**config.mk**
```make
export PLATFORM = sky130hd
export DESIGN_NAME = key_scan_ctrl_flat
export DESIGN_NICKNAME = d
export VERILOG_FILES = /design/src/rtl/key_scan_ctrl_if.sv /design/src/rtl/key_scan_ctrl.sv /design/src/flat_wrapper.sv
export SDC_FILE = /design/constraint.sdc
export NUM_CORES = 1
export LEC_CHECK = 0
export CORE_MARGIN = 8
export CORE_UTILIZATION = 50
export DETAILED_ROUTE_END_ITERATION = 16
export PLACE_DENSITY = 0.73
export SETUP_SLACK_MARGIN = 0.1
export SYNTH_ARGS = -nofsm -noshare
export SYNTH_HDL_FRONTEND = slang
export SYNTH_SLANG_ARGS = --single-unit
export TNS_END_PERCENT = 30
```
**constraint.sdc**
```tcl
create_clock -name clk -period 5.3 [get_ports clk]
set_input_delay 0.795 -clock clk [delete_from_list [all_inputs] [get_ports clk]]
set_output_delay 0.795 -clock clk [all_outputs]
set_load 0.01 [all_outputs]
```
**src/rtl/key_scan_ctrl_if.sv**
```systemverilog
// Board-side signal bundle for the key scanner: raw key/lamp inputs in,
// debounced key events and multiplexed 7-segment decoder drive out.
interface key_scan_ctrl_if;
  logic [15:0] in_N;
  logic        clear;
  logic        lamp_test_n;
  logic [3:0]  key_code;
  logic        key_valid;
  logic        key_release;
  logic        key_down;
  logic        gs_n;
  logic [3:0]  bcd;
  logic [1:0]  dig_sel_n;
  logic        bi_n;
  logic        lt_n;

  modport master (
    output in_N, clear, lamp_test_n,
    input  key_code, key_valid, key_release, key_down, gs_n,
    input  bcd, dig_sel_n, bi_n, lt_n
  );

  modport slave (
    input  in_N, clear, lamp_test_n,
    output key_code, key_valid, key_release, key_down, gs_n,
    output bcd, dig_sel_n, bi_n, lt_n
  );
endinterface

```
**src/rtl/key_scan_ctrl.sv**
```systemverilog
// Synchronises and debounces 16 active-low keys, latches the highest-priority
// key, and time-multiplexes it as two decimal digits onto one BCD decoder.
module key_scan_ctrl #(
  parameter int DEB_CYCLES = 16,
  parameter int SCAN_DIV   = 1000
) (
  input  logic           clk,
  input  logic           rst_n,
  key_scan_ctrl_if.slave bus
);

  localparam int CW = $clog2(DEB_CYCLES);
  localparam int SW = $clog2(SCAN_DIV);
  localparam logic [CW-1:0] DEB_LAST  = CW'(DEB_CYCLES - 1);
  localparam logic [SW-1:0] SCAN_LAST = SW'(SCAN_DIV - 1);

  localparam logic [1:0] ST_IDLE     = 2'd0;
  localparam logic [1:0] ST_DEBOUNCE = 2'd1;
  localparam logic [1:0] ST_HELD     = 2'd2;
  localparam logic [1:0] ST_RELEASE  = 2'd3;

  logic [15:0]   key_meta, key_sync;
  logic          lt_meta, lt_sync;
  logic [3:0]    code;
  logic          act;
  logic [1:0]    state, state_nxt;
  logic [3:0]    cand, cand_nxt;
  logic [CW-1:0] cnt, cnt_nxt;
  logic [3:0]    key_code_q, key_code_nxt;
  logic          shown, shown_nxt;
  logic          valid_nxt, release_nxt;
  logic          key_valid_q, key_release_q, key_down_q, gs_n_q;
  logic [SW-1:0] scan_cnt, scan_nxt;
  logic          digit, digit_nxt;
  logic          tens;
  logic [3:0]    ones;
  logic [3:0]    bcd_q, bcd_nxt;
  logic [1:0]    dig_q, dig_nxt;
  logic          bi_q, bi_nxt;

  // Later (higher) indices overwrite earlier ones, so bit 15 has priority.
  always_comb begin
    code = '0;
    for (int i = 0; i < 16; i++) begin
      if (!key_sync[i]) code = 4'(i);
    end
    act = ~&key_sync;
  end

  always_comb begin
    state_nxt    = state;
    cand_nxt     = cand;
    cnt_nxt      = cnt;
    key_code_nxt = key_code_q;
    shown_nxt    = shown;
    valid_nxt    = 1'b0;
    release_nxt  = 1'b0;
    case (state)
      ST_IDLE: begin
        if (act) begin
          state_nxt = ST_DEBOUNCE;
          cand_nxt  = code;
          cnt_nxt   = '0;
        end
      end
      ST_DEBOUNCE: begin
        if (!act) begin
          state_nxt = ST_IDLE;
        end else if (code != cand) begin
          cand_nxt = code;
          cnt_nxt  = '0;
        end else if (cnt == DEB_LAST) begin
          state_nxt    = ST_HELD;
          key_code_nxt = cand;
          shown_nxt    = 1'b1;
          valid_nxt    = 1'b1;
        end else begin
          cnt_nxt = cnt + 1'b1;
        end
      end
      ST_HELD: begin
        if (act && code != key_code_q) begin
          state_nxt = ST_DEBOUNCE;
          cand_nxt  = code;
          cnt_nxt   = '0;
        end else if (!act) begin
          state_nxt = ST_RELEASE;
          cnt_nxt   = '0;
        end
      end
      default: begin
        if (act) begin
          if (code == key_code_q) begin
            state_nxt = ST_HELD;
          end else begin
            state_nxt = ST_DEBOUNCE;
            cand_nxt  = code;
            cnt_nxt   = '0;
          end
        end else if (cnt == DEB_LAST) begin
          state_nxt   = ST_IDLE;
          release_nxt = 1'b1;
        end else begin
          cnt_nxt = cnt + 1'b1;
        end
      end
    endcase
    // A press accepted on the same edge takes precedence over clear.
    if (bus.clear && !valid_nxt) begin
      key_code_nxt = '0;
      shown_nxt    = 1'b0;
    end
  end

  // Display fields are derived from next-state values so they move together.
  always_comb begin
    scan_nxt  = scan_cnt + 1'b1;
    digit_nxt = digit;
    if (scan_cnt == SCAN_LAST) begin
      scan_nxt  = '0;
      digit_nxt = ~digit;
    end
    tens    = (key_code_nxt >= 4'd10);
    ones    = tens ? (key_code_nxt - 4'd10) : key_code_nxt;
    bcd_nxt = digit_nxt ? {3'b000, tens} : ones;
    dig_nxt = digit_nxt ? 2'b01 : 2'b10;
    bi_nxt  = shown_nxt && !(digit_nxt && !tens);
  end

  always_ff @(posedge clk or negedge rst_n) begin
    if (!rst_n) begin
      key_meta      <= '1;
      key_sync      <= '1;
      lt_meta       <= 1'b1;
      lt_sync       <= 1'b1;
      state         <= ST_IDLE;
      cand          <= '0;
      cnt           <= '0;
      key_code_q    <= '0;
      shown         <= 1'b0;
      key_valid_q   <= 1'b0;
      key_release_q <= 1'b0;
      key_down_q    <= 1'b0;
      gs_n_q        <= 1'b1;
      scan_cnt      <= '0;
      digit         <= 1'b0;
      bcd_q         <= '0;
      dig_q         <= 2'b10;
      bi_q          <= 1'b0;
    end else begin
      key_meta      <= bus.in_N;
      key_sync      <= key_meta;
      lt_meta       <= bus.lamp_test_n;
      lt_sync       <= lt_meta;
      state         <= state_nxt;
      cand          <= cand_nxt;
      cnt           <= cnt_nxt;
      key_code_q    <= key_code_nxt;
      shown         <= shown_nxt;
      key_valid_q   <= valid_nxt;
      key_release_q <= release_nxt;
      key_down_q    <= (state_nxt == ST_HELD) || (state_nxt == ST_RELEASE);
      gs_n_q        <= !((state_nxt == ST_HELD) || (state_nxt == ST_RELEASE));
      scan_cnt      <= scan_nxt;
      digit         <= digit_nxt;
      bcd_q         <= bcd_nxt;
      dig_q         <= dig_nxt;
      bi_q          <= bi_nxt;
    end
  end

  assign bus.key_code    = key_code_q;
  assign bus.key_valid   = key_valid_q;
  assign bus.key_release = key_release_q;
  assign bus.key_down    = key_down_q;
  assign bus.gs_n        = gs_n_q;
  assign bus.bcd         = bcd_q;
  assign bus.dig_sel_n   = dig_q;
  assign bus.bi_n        = bi_q;
  assign bus.lt_n        = lt_sync;

endmodule

```
**src/flat_wrapper.sv**
```systemverilog
// flat-port wrapper written by rule: the top's interface ports become plain ports
module key_scan_ctrl_flat 
#(
  parameter int DEB_CYCLES = 16,
  parameter int SCAN_DIV   = 1000
)
  (clk, rst_n, bus_in_N, bus_clear, bus_lamp_test_n, bus_key_code, bus_key_valid, bus_key_release, bus_key_down, bus_gs_n, bus_bcd, bus_dig_sel_n, bus_bi_n, bus_lt_n);
  key_scan_ctrl_if bus_i ();
  input  logic clk;
  input  logic rst_n;
  input wire logic [$bits(bus_i.in_N)-1:0] bus_in_N;
  input wire logic [$bits(bus_i.clear)-1:0] bus_clear;
  input wire logic [$bits(bus_i.lamp_test_n)-1:0] bus_lamp_test_n;
  output wire logic [$bits(bus_i.key_code)-1:0] bus_key_code;
  output wire logic [$bits(bus_i.key_valid)-1:0] bus_key_valid;
  output wire logic [$bits(bus_i.key_release)-1:0] bus_key_release;
  output wire logic [$bits(bus_i.key_down)-1:0] bus_key_down;
  output wire logic [$bits(bus_i.gs_n)-1:0] bus_gs_n;
  output wire logic [$bits(bus_i.bcd)-1:0] bus_bcd;
  output wire logic [$bits(bus_i.dig_sel_n)-1:0] bus_dig_sel_n;
  output wire logic [$bits(bus_i.bi_n)-1:0] bus_bi_n;
  output wire logic [$bits(bus_i.lt_n)-1:0] bus_lt_n;
  assign bus_i.in_N = bus_in_N;
  assign bus_i.clear = bus_clear;
  assign bus_i.lamp_test_n = bus_lamp_test_n;
  assign bus_key_code = bus_i.key_code;
  assign bus_key_valid = bus_i.key_valid;
  assign bus_key_release = bus_i.key_release;
  assign bus_key_down = bus_i.key_down;
  assign bus_gs_n = bus_i.gs_n;
  assign bus_bcd = bus_i.bcd;
  assign bus_dig_sel_n = bus_i.dig_sel_n;
  assign bus_bi_n = bus_i.bi_n;
  assign bus_lt_n = bus_i.lt_n;
  key_scan_ctrl #(.DEB_CYCLES(DEB_CYCLES), .SCAN_DIV(SCAN_DIV)) u_core (.clk(clk), .rst_n(rst_n), .bus(bus_i));
endmodule
```
==> After elaboration in Yosys (flattened, before gate mapping) <==
Index checks and enable logic that the tools add are counted.
{ "totals": {"inputBits": 20, "output_inout_bits": 16, "reg_bits": 71} }
{ "classes": {"addsub": 3, "mux": 62, "n_bitwise": 1, "n_reduce_logical": 15, "magnitude_cmp": 1, "eq_ne": 17} }
{ "ops": {"columns": ["op", "n"], "rows": [
  ["$mux 4", 35],
  ["$pmux 4 s3", 2],
  ["$mux 2", 10],
  ["$reduce_and 16->1", 1],
  ["$mux 1", 13],
  ["$add 10x1->10 const B", 1],
  ["$eq 10x10->1 const B", 1],
  ["$mux 10", 1],
  ["$ne 4x4->1", 2],
  ["$eq 2x2->1 const B", 3],
  ["$ne 2x2->1 const B", 3],
  ["$pmux 2 s3", 1],
  ["$reduce_and 6->1", 1],
  ["$logic_not 1->1", 5],
  ["$ne 5x4->1 const B", 1],
  ["$add 4x1->4 const B", 1],
  ["$eq 4x4->1", 1],
  ["$eq 4x4->1 const B", 1],
  ["$ge 4x4->1 const B", 1],
  ["$logic_and 1x1->1", 4],
  ["$ne 2x1->1 const B", 2],
  ["$ne 4x4->1 const B", 1],
  ["$reduce_and 4->1", 1],
  ["$sub 4x4->4 const B", 1],
  ["6 further kinds", 6]
]} }

==> Longest topological paths before layout <==
Gate-level depths: netlist of run 1.
{ "depth": {"word_depth": 27, "ltp_mapped": 12, "depth_no_buf": 10} }

==> Least setup slack after synthesis of run 1 <==
No wires, ideal clock.
{ "synth_path": {"path_kind": "reg-to-reg", "from": "register u_core.key_sync[2]", "to": "register u_core.bcd_q[2] (netlist: u_core.bus.bcd[2])", "synth_period_minus_slack_ns": 2.563, "setup_ns": 0.082, "path_slack_ns": 2.737, "required_time_ns": 5.218, "path_stages_with_launch": 11, "arrival_ns": 2.481, "path_buffers": 0, "cell_sequence": "dfstp_2 -> nor2b_1 -> o221a_1 -> o2111a_1 -> a211oi_2 -> nor4_4 -> mux2_2 -> inv_1 -> ha_1 -> nand2b_1 -> o22ai_1"} }
{ "synth_via": {"elab_chain_cells": 24, "word_cells_on_any_way": 29, "cone_classes": "1 x add/sub; 1 x order compare; 1 x eq/ne; 23 x mux; 3 x reduce/logical"} }
{ "synth_rtl": {"columns": ["element", "line_no", "source"], "rows": [
  ["start, declared", "key_scan_ctrl.sv:22", "logic [15:0] key_meta, key_sync;"],
  ["start signal, assigned", "key_scan_ctrl.sv:152", "key_sync <= key_meta;"],
  ["$mux 4 (14 in series)", "key_scan_ctrl.sv:45", "if (!key_sync[i]) code = 4'(i);"],
  ["$ne 4x4->1", "key_scan_ctrl.sv:69", "end else if (code != cand) begin"],
  ["$mux 1", "key_scan_ctrl.sv:69", null],
  ["$mux 1", "key_scan_ctrl.sv:67", "if (!act) begin"],
  ["$mux 1", "key_scan_ctrl.sv:58", "case (state)"],
  ["$logic_not 1->1", "key_scan_ctrl.sv:109", "if (bus.clear && !valid_nxt) begin"],
  ["$logic_and 1x1->1", "key_scan_ctrl.sv:109", null],
  ["$mux 4 *", "key_scan_ctrl.sv:109", null],
  ["named net u_core.key_code_nxt[1]", "key_scan_ctrl.sv:29", "logic [3:0] key_code_q, key_code_nxt;"],
  ["$sub 4x4->4 / $ge 4x4->1 (equally long branches)", "key_scan_ctrl.sv:124, key_scan_ctrl.sv:123", null],
  ["$mux 4 *", "key_scan_ctrl.sv:124", "ones = tens ? (key_code_nxt - 4'd10) : key_code_nxt;"],
  ["$mux 4 *", "key_scan_ctrl.sv:125", "bcd_nxt = digit_nxt ? {3'b000, tens} : ones;"],
  ["named net u_core.bcd_nxt[2]", "key_scan_ctrl.sv:37", "logic [3:0] bcd_q, bcd_nxt;"],
  ["end signal, assigned", "key_scan_ctrl.sv:166", "bcd_q <= bcd_nxt;"],
  ["end, declared", "key_scan_ctrl.sv:37", null]
]} }
Mark *: on every way through the listed nets, which the timed path passes. The rest lies on a longest branch.
A chain may end at the register's enable or synchronous reset.

==> Worst setup path in the final report of run 1 <==
{ "layout_path": {"from": "register u_core.key_sync[3]", "to": "register u_core.bcd_q[2] (netlist: u_core.bus.bcd[2])"} }
{ "layout_via": {"elab_chain_cells": 23, "word_cells_on_any_way": 28, "cone_classes": "1 x add/sub; 1 x order compare; 1 x eq/ne; 22 x mux; 3 x reduce/logical"} }
{ "layout_rtl": {"columns": ["element", "line_no"], "rows": [
  ["$mux 4 (13 in series)", "key_scan_ctrl.sv:45"],
  ["$ne 4x4->1", "key_scan_ctrl.sv:69"],
  ["$mux 1", "key_scan_ctrl.sv:69"],
  ["$mux 1", "key_scan_ctrl.sv:67"],
  ["$mux 1", "key_scan_ctrl.sv:58"],
  ["$logic_not 1->1", "key_scan_ctrl.sv:109"],
  ["$logic_and 1x1->1", "key_scan_ctrl.sv:109"],
  ["$mux 4 *", "key_scan_ctrl.sv:109"],
  ["named net u_core.key_code_nxt[1]", "key_scan_ctrl.sv:29"],
  ["$sub 4x4->4 / $ge 4x4->1 (equally long branches)", "key_scan_ctrl.sv:124, key_scan_ctrl.sv:123"],
  ["$mux 4 *", "key_scan_ctrl.sv:124"],
  ["$mux 4 *", "key_scan_ctrl.sv:125"],
  ["named net u_core.bcd_nxt[2]", "key_scan_ctrl.sv:37"]
]} }
Marked as above.

==> Implementation_results.wiki, run 1 <==
{| class="wikitable"
! Metric !! Value
|-
| Critical-path maximum fanout || 14
|-
| Full die area || 8850 um2
|-
| Critical path class || flip-flop to flip-flop
|-
| Source of the worst register-to-register timing path || u_core.key_sync[3]$_DFF_PN1_
|-
| Crit path setup slack, layout || 2.02 ns
|-
| Number of vias per cell after detailed routing || 5.27
|-
| Count of endpoints failing setup in the final report || 0
|-
| Clock buffers created by TritonCTS || 9
|-
| Routed wire length on met2 || 2360 um
|-
| Most frequently used flop master after synthesis || dfstp_2
|-
| R2R Setup Slk || 2.02 ns
|-
| Share of total power in sequential cells || 51.8%
|-
| Largest stage delay on the critical path || 0.83 ns
|-
| Routed len/inst || 13.8 um
|-
| Power density normalized to cell area || 317 nW/um2
|-
| Placed instance area || 3450 um2
|-
| Top-level port count || 36
|-
| Largest area contributor in the netlist || dfstp_2
|-
| Number of antenna violations at the first check in global routing || 0
|-
| Synthesis-stage register bit count || 70
|-
| Reg-to-reg endpoint || u_core.bus.bcd[2]$_DFF_PN0_
|-
| Final slew viol count || 0
|-
| Clock latency on the worst-skew pair || 0.34 ns
|-
| Buffer count from post-CTS setup fixing || 0
|-
| Number of nets in the layout || 315
|-
| Highest-delay cell along the critical path || nor4_4
|-
| Critical path arrival || 3.53 ns
|-
| Total Wirelength || 5140 um
|-
| CTS tree || built
|-
| RSZ-0062 raised after global routing || false
|-
| Routed Antenna Nets || 0
|-
| Number of hold buffers added after CTS || 0
|-
| Distinct cell type count of the synthesized netlist || 57
|-
| Synthesized cell area || 3050 um2
|-
| Mean cell area of the mapped netlist || 12.1 um2
|-
| Length in cells of the worst reg-to-reg path || 9
|-
| Top Layer Used || met4
|-
| Design area || 3660 um2
|-
| Number of filler instances in the final layout || 487
|-
| Total of cells resized after clock tree synthesis || 0
|-
| H-tree depth || 3
|-
| Clock root buffer || clkbuf_8
|-
| Worst Setup End Kind || flip-flop
|-
| Setup TNS || 0 ns
|-
| Most frequent standard cell in the layout excluding fill and tap cells || dfstp_2
|-
| Nature of the critical path startpoint || flip-flop
|-
| Combinational fraction of design power || 10.8%
|-
| Transition time at the pin with the least slew margin || 0.896 ns
|-
| Min-Delay Path Class || flip-flop to flip-flop
|-
| Commonest cells after routing, fill and taps aside || dfstp_2, clkdlybuf4s50_1, dfrtp_1
|-
| Cell row count || 28
|-
| Vias in the first global route || 1949
|-
| Number of enable-type register cells in the synthesized netlist || 0
|-
| Vert. Die Dim || 94.1 um
|-
| Internal Pwr Total || 0.863 mW
|-
| Wire length of the first global-routing pass || 8980 um
|-
| Horizontal die dimension || 94.1 um
|-
| Proportion of total power due to net switching || 25.6%
|-
| Top cells by area, synth || dfstp_2, dfrtp_1, mux2i_1
|-
| Floorplan core area || 5920 um2
|-
| Worst setup path endpoint || u_core.bus.bcd[2]$_DFF_PN0_
|-
| Placed cell count || 356
|-
| Global-route usage over all layers || 13.1%
|-
| Sequential-to-total area share from yosys stat || 58.9%
|-
| Final hold violation count || 0
|-
| Share of synthesized flip-flops with an asynchronous set or reset || 100%
|-
| Ordered list of cells on the worst path || nand2_1 > a31oi_1 > a2111oi_4 > nor4_4 > mux2_2 > inv_1 > ha_1 > nand2b_1 > o22ai_1
|-
| Post-route clock skew || 0.0128 ns
|-
| Power share of the clock group || 37.4%
|-
| Total leakage power || 1.56 nW
|-
| Met1 WL || 2430 um
|-
| DRC violation count after routing || 0
|-
| Detailed-routing iteration count for the pre-antenna-repair pass || 6
|-
| Highest Clock Rate || 305 MHz
|-
| Yosys warning count || 0
|-
| Share of the cycle needed by the critical path after routing || 61.8%
|-
| Status || finished clean
|-
| Worst hold slack after final layout || 0.352 ns
|-
| Pwr Total || 1.16 mW
|-
| Overall via count from detail_route || 1962
|-
| Layout cell share with drive strength beyond 1 || 24.9%
|-
| Number of design-rule violations left by the first detailed-router iteration || 111
|-
| Clock sink total || 70
|-
| Initial Util || 51.5%
|-
| Switching power || 0.297 mW
|-
| Data required time of the critical path || 5.55 ns
|-
| Area fraction of the dominant cell type after synthesis || 31.0%
|-
| Final Instance Count excl. Fillers || 372
|-
| Total length of routed met3 wires || 280 um
|-
| Dpl hpwl || 3660 um
|-
| Net Count, Synth || 274
|-
| Worst slew margin relative to its limit || 39.8%
|-
| Worst VDD drop || 0.000259 V
|-
| Count of inserted antenna diode cells || 0
|-
| Dpl ws || 2.05 ns
|-
| Fin crit period || 3.28 ns
|-
| Largest net degree at the start of global routing || 71
|-
| Post-CTS clock slew at the launch and capture registers of the worst setup and hold paths || 0.07 ns
|-
| Placer's final routability congestion estimate || 0.835
|-
| Area Overhead vs Synth || 19.9%
|-
| Post-Syn Instances || 251
|-
| Residual overflow from global routing || 0
|-
| Port-buffer cells || 35
|-
| Worst setup path start || u_core.key_sync[3]$_DFF_PN1_
|-
| # Max-Cap Violations || 0
|-
| Post-Route Utilization || 61.7%
|-
| Bufs on Longest Clock Path || 2
|}
-- layer usage --
layer  up-vias  track usage, %
met1       934            15.7
met4         0            6.34
met2        55            19.9
li1        964               -
met3         9            5.28
met5         -               0
-- worst max-delay path, delay by kind of cell, from the launching register on --
family	cells	cell delay (ns)
mux	1	0.44
simple gates	3	1.06
fa+ha+maj	1	0.21
compound gates	3	0.87
buf+inv	1	0.06
flops	1	0.53
-- synth_stat cells, types with 2 or more instances --
master    instances
and2_1            3
xor2_1            5
o21ai_1           3
clkbuf_1          2
xnor2_1           5
ha_1              3
a21oi_1           9
a21o_1            3
nand2b_1          3
nor2_1           15
mux2_4            2
nor3b_2           2
nor3_1            8
o21ai_0           5
buf_6             2
a31oi_1           5
nand2_1          19
nand3_1          10
nor2b_1           6
dfstp_2          36
buf_4             2
a22o_1            2
mux2i_1           8
and3_1            3
a211oi_2          3
nor4_4            2
or3_1             4
inv_1            18
o22ai_1           2
dfrtp_1          34
-- cells by family (layout without fill, tap and decap cells) --
family          Yosys count  count (layout)  share of synthesized area (%)
compound gates           46              46                           11.9
flops                    70              70                           58.9
buf+inv                  24              70                           3.69
fa+ha+maj                 3               3                           1.23
simple gates             87              87                           17.4
mux                      11              11                           3.98
xor+xnor                 10              10                           2.87
-- sequential cells by signal, indices dropped and copies added, names as in the netlist, 2 cells and up --
| register | cells |
|---|---|
| u_core.scan_cnt | 10 |
| u_core.state | 2 |
| u_core.bus.bcd | 4 |
| u_core.bus.dig_sel_n | 2 |
| u_core.key_sync | 16 |
| u_core.bus.key_code | 4 |
| u_core.cnt | 4 |
| u_core.key_meta | 16 |
| u_core.cand | 4 |
-- worst min-delay path by stage --
stage,cells after the start,from,slack (ns),end
floorplan,0,u_core.lt_meta$_DFF_PN1_,0.35,u_core.bus.lt_n$_DFF_PN1_
global placement,0,u_core.key_meta[13]$_DFF_PN1_,0.35,u_core.key_sync[13]$_DFF_PN1_
detailed placement,0,u_core.key_meta[0]$_DFF_PN1_,0.35,u_core.key_sync[0]$_DFF_PN1_
CTS,0,u_core.key_meta[5]$_DFF_PN1_,0.35,u_core.key_sync[5]$_DFF_PN1_
global route,0,u_core.key_meta[5]$_DFF_PN1_,0.36,u_core.key_sync[5]$_DFF_PN1_
finish,0,u_core.key_meta[5]$_DFF_PN1_,0.35,u_core.key_sync[5]$_DFF_PN1_
-- power groups by stage --
| stage | combinational, mW | sequential [mW] | clock (mW) |
|---|---|---|---|
| after floorplan | 0.0897 | 0.600 | 0 |
| after global placement | 0.123 | 0.608 | 0 |
| after detailed placement | 0.126 | 0.609 | 0 |
| after CTS | 0.126 | 0.600 | 0.450 |
| after global routing | 0.142 | 0.605 | 0.476 |
| final | 0.125 | 0.601 | 0.434 |
-- final cells by class --
type,instances,area [um2],share of cell area [%]
Clock buffer,10,138,3.76
Clock inverter,6,67.6,1.85
Inverter,18,67.6,1.85
Multi-Input combinational cell,157,1140,31.2
Sequential cell,70,1800,49.1
Tap cell,75,93.8,2.57
Timing Repair Buffer,36,353,9.65
(Power assumes the default switching activity.)
==> inputs of run 2 (changes only) <==
==> constraint.sdc (replaced) <==
create_clock -name clk -period 3.1 [get_ports clk]
set_input_delay 0.465 -clock clk [delete_from_list [all_inputs] [get_ports clk]]
set_output_delay 0.465 -clock clk [all_outputs]
set_load 0.01 [all_outputs]
==> Implementation_results.wiki, run 2 (synthesis gave the netlist of run 1 again) <==
{| class="wikitable"
! Metric !! Value
|-
| Total of cells resized after clock tree synthesis || 0 (unchanged)
|-
| Worst setup path start || u_core.key_sync[3]$_DFF_PN1_
|-
| Final hold violation count || 0 (unchanged)
|-
| RSZ-0062 raised after global routing || false
|-
| Critical-path maximum fanout || 8 (-6)
|-
| Number of nets in the layout || 323 (+2.5%)
|-
| Cell row count || 28 (unchanged)
|-
| Residual overflow from global routing || 0 (unchanged)
|-
| Nature of the critical path startpoint || flip-flop
|-
| Total leakage power || 1.58 nW (+1.3%)
|-
| Worst Setup End Kind || flip-flop
|-
| Clock latency on the worst-skew pair || 0.33 ns (about the same)
|-
| Fin crit period || 2.76 ns (-0.519 ns)
|-
| Crit-path leading delay family || compound AO/OA/AOI/OAI gates
|-
| Share of the cycle needed by the critical path after routing || 88.9% (+27 points)
|-
| Clock buffers created by TritonCTS || 9 (unchanged)
|-
| Ordered list of cells on the worst path || nand2_1 > a31oi_1 > buf_4 > o211ai_2 > a2111oi_4 > nor4_4 > buf_4 > nor3b_2 > a21oi_2 > ha_1 > nand2b_1 > o22ai_1
|-
| Transition time at the pin with the least slew margin || 0.497 ns (-0.399 ns)
|-
| Met2 GRT Util || 21.6% (+1.7 points)
|-
| Highest-delay cell along the critical path || dfstp_2
|-
| Critical path arrival || 3.01 ns (-0.52 ns)
|-
| Most frequent standard cell in the layout excluding fill and tap cells || dfstp_2
|-
| Initial Util || 51.5% (unchanged)
|-
| Count of inserted antenna diode cells || 0 (unchanged)
|-
| Detailed-routing iteration count for the pre-antenna-repair pass || 4 (-2)
|-
| Critical path class || flip-flop to flip-flop
|-
| Count of endpoints failing setup in the final report || 0 (unchanged)
|-
| Number of design-rule violations left by the first detailed-router iteration || 72 (-35%)
|-
| Min-Delay Path Class || input port to asynchronous set/reset pin
|-
| Met1 track demand over resource || 15.8% (+0.12 points)
|-
| Floorplan core area || 5920 um2 (unchanged)
|-
| H-tree depth || 3 (unchanged)
|-
| Power density normalized to cell area || 510 nW/um2 (+61%)
|-
| CTS tree || built
|-
| Number of filler instances in the final layout || 497 (+2.1%)
|-
| Worst hold slack after final layout || 0.146 ns (-0.206 ns)
|-
| Vias in the first global route || 1993 (+2.3%)
|-
| Highest Clock Rate || 363 MHz (+19%)
|-
| Placed cell count || 362 (+1.7%)
|-
| Port-buffer cells || 35 (unchanged)
|-
| Layout cell share with drive strength beyond 1 || 25.6% (+0.66 points)
|-
| Clock root buffer || clkbuf_8
|-
| Final slew viol count || 0 (unchanged)
|-
| Bufs on Longest Clock Path || 2 (unchanged)
|-
| Cell repeated most along the worst path || buf_4
|-
| Worst VDD drop || 0.000363 V (+40%)
|-
| Number of antenna violations at the first check in global routing || 0 (unchanged)
|-
| Status || finished clean
|-
| Overall via count from detail_route || 1983 (+1.1%)
|-
| Number of hold buffers added after CTS || 0 (unchanged)
|-
| Worst slew margin relative to its limit || 66.7% (+27 points)
|-
| Top-level port count || 36 (unchanged)
|-
| Largest stage delay on the critical path || 0.53 ns (-0.30 ns)
|-
| Met3 track utilization from global routing || 3.12% (-2.2 points)
|-
| Buffer count from post-CTS setup fixing || 2 (+2)
|-
| DRC violation count after routing || 0 (unchanged)
|-
| Routed len/inst || 13.8 um (+0.12%)
|-
| Largest registers || u_core.key_meta x16, u_core.key_sync x16, u_core.scan_cnt x10
|-
| Clock sink total || 70 (unchanged)
|-
| Post-CTS clock slew at the launch and capture registers of the worst setup and hold paths || 0.07 ns (about the same)
|-
| Post-route clock skew || 0.00979 ns (-0.00301 ns)
|-
| Dpl hpwl || 3900 um (+6.5%)
|-
| Final Instance Count excl. Fillers || 380 (+2.2%)
|-
| # Max-Cap Violations || 0 (unchanged)
|-
| Number of vias per cell after detailed routing || 5.22 (-1.1%)
|-
| Placer's final routability congestion estimate || 0.797 (-4.5%)
|-
| Pwr Total || 1.88 mW (+62%)
|-
| Source of the worst register-to-register timing path || u_core.key_sync[3]$_DFF_PN1_
|-
| Commonest cells after routing, fill and taps aside || dfstp_2, clkdlybuf4s50_1, dfrtp_1
|-
| Horizontal die dimension || 94.1 um (unchanged)
|-
| Full die area || 8850 um2 (unchanged)
|-
| Global-route layer with the greatest usage || met2
|-
| Wire length of the first global-routing pass || 9110 um (+1.4%)
|-
| Vert. Die Dim || 94.1 um (unchanged)
|-
| Area Overhead vs Synth || 20.8%
|-
| Worst path bufs/invs || 2 (+1)
|-
| Total Wirelength || 5260 um (+2.3%)
|-
| Post-Route Utilization || 62.2% (+0.44 points)
|-
| Data required time of the critical path || 3.35 ns (-2.20 ns)
|-
| Global-route usage over all layers || 13.1% (about the same)
|-
| Largest net degree at the start of global routing || 41 (-42%)
|-
| Routed Antenna Nets || 0 (unchanged)
|}
-- run 2: final timing paths --
path / slack [ns] / cells after the start / to
min: 0.15 / 2 / u_core.bus.bcd[2]$_DFF_PN0_
min in group clk: 0.36 / 0 / u_core.key_sync[8]$_DFF_PN1_
max: 0.34 / 12 / u_core.bus.bcd[2]$_DFF_PN0_
max in group asynchronous: 2.55 / 2 / u_core.key_sync[5]$_DFF_PN1_
min reg2reg: 0.36 / 0 / u_core.key_sync[8]$_DFF_PN1_
max reg2reg: 0.34 / 12 / u_core.bus.bcd[2]$_DFF_PN0_
-- run 2: per-stage QoR --
| step | setup WS [ns] | TNS (ns) | area (um2) |
|---|---|---|---|
| global route | 0.121 | 0 | 3680 |
| CTS | 0.290 | 0 | 3680 |
| floorplan | 0.537 | 0 | 3050 |
| finish | 0.343 | 0 | 3680 |
| detailed placement | -0.0362 | -0.0362 | 3500 |
| global placement | 0.0554 | 0 | 3500 |
-- run 2: area by class of cell --
cell class | count | area (um2) | area share, %
Clock inverter | 1 | 5.00 | 0.136
Sequential cell | 70 | 1800 | 48.8
Clock buffer | 15 | 166 | 4.52
Timing Repair Buffer | 44 | 413 | 11.2
Multi-Input combinational cell | 157 | 1140 | 31.0
Tap cell | 75 | 93.8 | 2.55
Inverter | 18 | 67.6 | 1.83
-- run 2: power breakdown --
| part | internal [mW] | switching, mW |
|---|---|---|
| Combinational | 0.101 | 0.118 |
| Sequential | 0.979 | 0.0473 |
| Clock | 0.335 | 0.297 |
| Total | 1.42 | 0.463 |
-- run 2: per-layer routing --
metal / up-vias / routed length, um
li1: 978 / -
met4: 0 / 72
met3: 8 / 214
met5: - / 0
met2: 37 / 2560
met1: 960 / 2410
